==> src/rtl/m5_pkg.sv <==
// Shared definitions for the mod-N sequence checker: state encoding,
// default modulus and counter width.
package m5_pkg;

  localparam int unsigned MOD_DEF = 5;
  localparam int unsigned CNT_W   = 8;
  localparam int unsigned Q_W     = 3;

  typedef enum logic [1:0] {
    HUNT = 2'd0,
    SYNC = 2'd1,
    LOCK = 2'd2
  } state_t;

  // Successor of v in a mod-m count sequence (m-1 wraps to 0).
  function automatic logic [Q_W-1:0] succ_mod(input logic [Q_W-1:0] v,
                                              input int unsigned    m);
    if (v == Q_W'(m - 1)) succ_mod = '0;
    else                  succ_mod = v + 1'b1;
  endfunction

endpackage

==> src/rtl/sat_cnt8.sv <==
// 8-bit up counter that sticks at all-ones, with synchronous clear
// taking priority over increment.
module sat_cnt8
  import m5_pkg::*;
(
  input  logic             clk,
  input  logic             rst_n,
  input  logic             clr,
  input  logic             inc,
  output logic [CNT_W-1:0] cnt
);

  // Count register: clear wins, otherwise increment until saturated.
  always_ff @(posedge clk or negedge rst_n) begin
    if (!rst_n)                  cnt <= '0;
    else if (clr)                cnt <= '0;
    else if (inc && (cnt != '1)) cnt <= cnt + 1'b1;
  end

endmodule

==> config.mk <==
export PLATFORM = sky130hd
export DESIGN_NAME = sat_cnt8
export DESIGN_NICKNAME = d
export VERILOG_FILES = /design/src/rtl/m5_pkg.sv /design/src/rtl/sat_cnt8.sv
export SDC_FILE = /design/constraint.sdc
export NUM_CORES = 1
export LEC_CHECK = 0
export ABC_AREA = 1
export BUFFER_PORTS_ARGS = -buffer_cell sky130_fd_sc_hd__buf_2
export CAP_MARGIN = 20
export CORE_AREA = 8 8 45 47
export DETAILED_ROUTE_END_ITERATION = 8
export DIE_AREA = 0 0 53 55
export HOLD_SLACK_MARGIN = 0.06
export PLACE_DENSITY = 0.61
export SKIP_LAST_GASP = 1
export SLEW_MARGIN = 20
export SYNTH_ARGS = -nofsm -noshare
export SYNTH_HDL_FRONTEND = slang
export SYNTH_SLANG_ARGS = --single-unit
==> constraint.sdc <==
create_clock -name clk -period 1.65 [get_ports clk]
set_input_delay 0.165 -clock clk [delete_from_list [all_inputs] [get_ports clk]]
set_output_delay 0.165 -clock clk [all_outputs]
set_load 0.02 [all_outputs]
==> impl_results.md <==
- Synthesized Nets: 79
- Total GRT Usage: 0.1027
- Synth Cell Area: around 510 um2
- WL/cell: 12.32 um
- Final Cell Area: roughly 620 um2
- Routed Antenna Nets: 0
- Biggest register: cnt
- Area grow syn2layout: 21.03%
- Fin Setup TNS: 0 ps
- Synth Area in Compound Gates: 0.09535
- Hold_sp: inc
- Hold depth: 3
- PortBufs: 11
- DR vias: 523
- CTS Buffer Depth: 2
- DRC violation count after routing: 0
- H-tree Lvls: 1
- Diode count: 0
- Max Cap Viol: 0
- Clock network fraction of total power: 0.339
- Row cnt: 14
- Post-CTS Resized: 0
- Seq/Total Area, Yosys: 0.3912
- Worst flop-to-flop path endpoint: cnt[7]$_DFFE_PN0P_
- Main combinational cell family by area after synthesis: simple AND/OR/NAND/NOR gates
- Hold Path Class: in -> reg
- Die Y: roughly 55 um
- Synth Register Bits: 8
- RSZ-0062 raised after global routing: false
- Comb power frac: 0.155
- Setup CP Type: reg -> reg
- Placed insts: between 100 and 150
- Worst-Margin Slew: 292.2 ps
- Critical Path Source Type: register
- Fin crit share: 0.8447
- Power after layout: roughly 430 uW
- Sw Share: 0.2747
- Post-Synth XOR/XNOR Area: 0
- Pins Over Slew Limit: 0
- Initial antenna violation count: 0
- Syn Area/Cell: 6.915 um2
- Outcome: finished, final reports clean
- Post-synthesis adder-cell area fraction: 0.02445
- Fmax: 0.7175 GHz
- Largest net degree at the start of global routing: 9
- Total global routing overflow: 0
- Worst Path Arrival: 1540 ps
- CTS tree: yes
- Worst-skew pair later-pin latency: 250 ps
- Clk slew on worst S/H paths: 50 ps
- Int Pwr: 311.1 uW
- Worst VDD drop: 0.4584 mV
- Hold Path Sink: cnt[5]$_DFFE_PN0P_
- PD cells: around 690 nW/um2
- Sw power: 117.8 uW
- Seq pwr share: 0.506
- Final WS setup: roughly 260 ps
- 1st-iter DRT viols: 21
- Post-synthesis mux area share: 0
- Setup Viol. Count Final: 0
- Commonest non-fill, non-tap cell in the layout: nand2_1
- Via/cell ratio: between 4 and 5
- Finished Layout Cells: 105
- CP required: 1790 ps
- Critical R2R Launch: cnt[1]$_DFFE_PN0P_
- R2R Setup Slk: 260 ps
- Most frequent cells in the layout: 25 x nand2_1, 11 x buf_2, 10 x inv_1, 9 x nand3_1, 8 x dfrtp_1
- Worst Reg2Reg Path Length in Cells: 7
- Post-synthesis cell count: 74
- Leakage: 0.3322 nW
- Post-DP Area: 586.8 um2
- Dpl ws: 274.0 ps
- Nets: 96
- Global-route wire length before repair: between 2000 and 2500 um
- Top Registers: cnt: 8 flops
- Worst-path fanout max: 5
- Clock Skew: 1.823 ps
- Slew margin rel.: 0.8052
- Crit path time final: 1394 ps
- Core area: 1384 um2
- Die W: 53 um
- Die ar.: 2915 um2
- Max reg flops: 8
- Number of global-route vias before repair: 520
- DPL Wire Length: just over 1000 um
- Distinct cell type count after synthesis: 15
- Share of cells above drive strength 1: 0.2360
- First-pass DRT Iterations: 4
- CTS Root Cell: clkbuf_4
- Simple-gate share of the synthesized area: 0.3985
- Starting Density: 0.3698
- Final Wtd Congestion: 0.8481
- Clock Sinks: 8
- Ports: 12
- Final wirelength: 1294 um
- Final hold violation count: 0
- Crit. End Element: register
- Syn. warnings: 0
- CTS buffer count: 3
==> area by class of cell <==
cell class / instances / area (um2)
tap: 16 / 20.02
clock buffer: 3 / 22.52
sequential: 8 / 200.2
fill: 155 / 764.5
inverter: 11 / 46.29
timing repair buffer: 12 / 65.06
multi-input combinational: 55 / 265.3
==> through the flow <==
step	utilization	hold slack, ps
after floorplan	-	-130.6
after detailed placement	0.4241	22.05
after CTS	0.4476	220.6
final	0.4476	227.4
after global routing	0.4476	221.8
after global placement	0.4241	18.06
==> worst max-delay path, stage by stage, from the launching register on <==
cell	delay, ps
dfrtp_1	420
ha_1	220
nand2_2	110
nor2_2	40
a21oi_1	270
nand3_1	110
nand2_1	80
inv_1	30
==> timing repair <==
action	CTS	global route
hold endpoints to repair	8	0
endpoints found under the setup margin	0	0
setup buffers	0	0
hold buffers	1	0
==> power by group through the flow <==
stage	Sequential, mW	Clock, mW	Combinational [mW]
after floorplan	0.229	0	0.0294
after detailed placement	0.220	0	0.0655
after global routing	0.218	0.162	0.0748
final	0.217	0.145	0.0665
after CTS	0.217	0.151	0.0675
after global placement	0.219	0	0.0663
==> cell families after synthesis <==
family / count (synthesis)
flops: 8
simple gates: 46
fa+ha+maj: 1
compound gates: 8
buf+inv: 11
==> Yosys cell counts <==
cell type,count,area share
nand2_1,25,0.18
inv_1,10,0.073
nand3_1,9,0.088
dfrtp_1,8,0.39
nor2_1,5,0.037
a21oi_1,4,0.039
nand2_2,2,0.024
nor2_2,2,0.024
nor3_1,2,0.020
o21bai_1,2,0.029
a21oi_2,1,0.017
clkinv_4,1,0.017
ha_1,1,0.024
nand2_4,1,0.022
o21ai_1,1,0.0098
==> worst max path at each step <==
stage	start	endpoint	slack [ps]	cells after the start
2_1_floorplan	cnt[0]$_DFFE_PN0P_	cnt[7]$_DFFE_PN0P_	290	7
3_3_place_gp	cnt[1]$_DFFE_PN0P_	cnt[7]$_DFFE_PN0P_	310	7
3_5_place_dp	cnt[1]$_DFFE_PN0P_	cnt[7]$_DFFE_PN0P_	270	7
4_1_cts	cnt[1]$_DFFE_PN0P_	cnt[7]$_DFFE_PN0P_	260	7
5_1_grt	cnt[1]$_DFFE_PN0P_	cnt[7]$_DFFE_PN0P_	150	7
6_report	cnt[1]$_DFFE_PN0P_	cnt[7]$_DFFE_PN0P_	260	7
==> per-layer routing <==
metal	vias to the layer above	wire length, um	global-route usage
met4	0	31	0.09052
met2	10	609	0.1660
met5	-	0	0
met1	242	595	0.1125
li1	267	-	-
met3	4	57	0.02139
(Power assumes the default switching activity.)
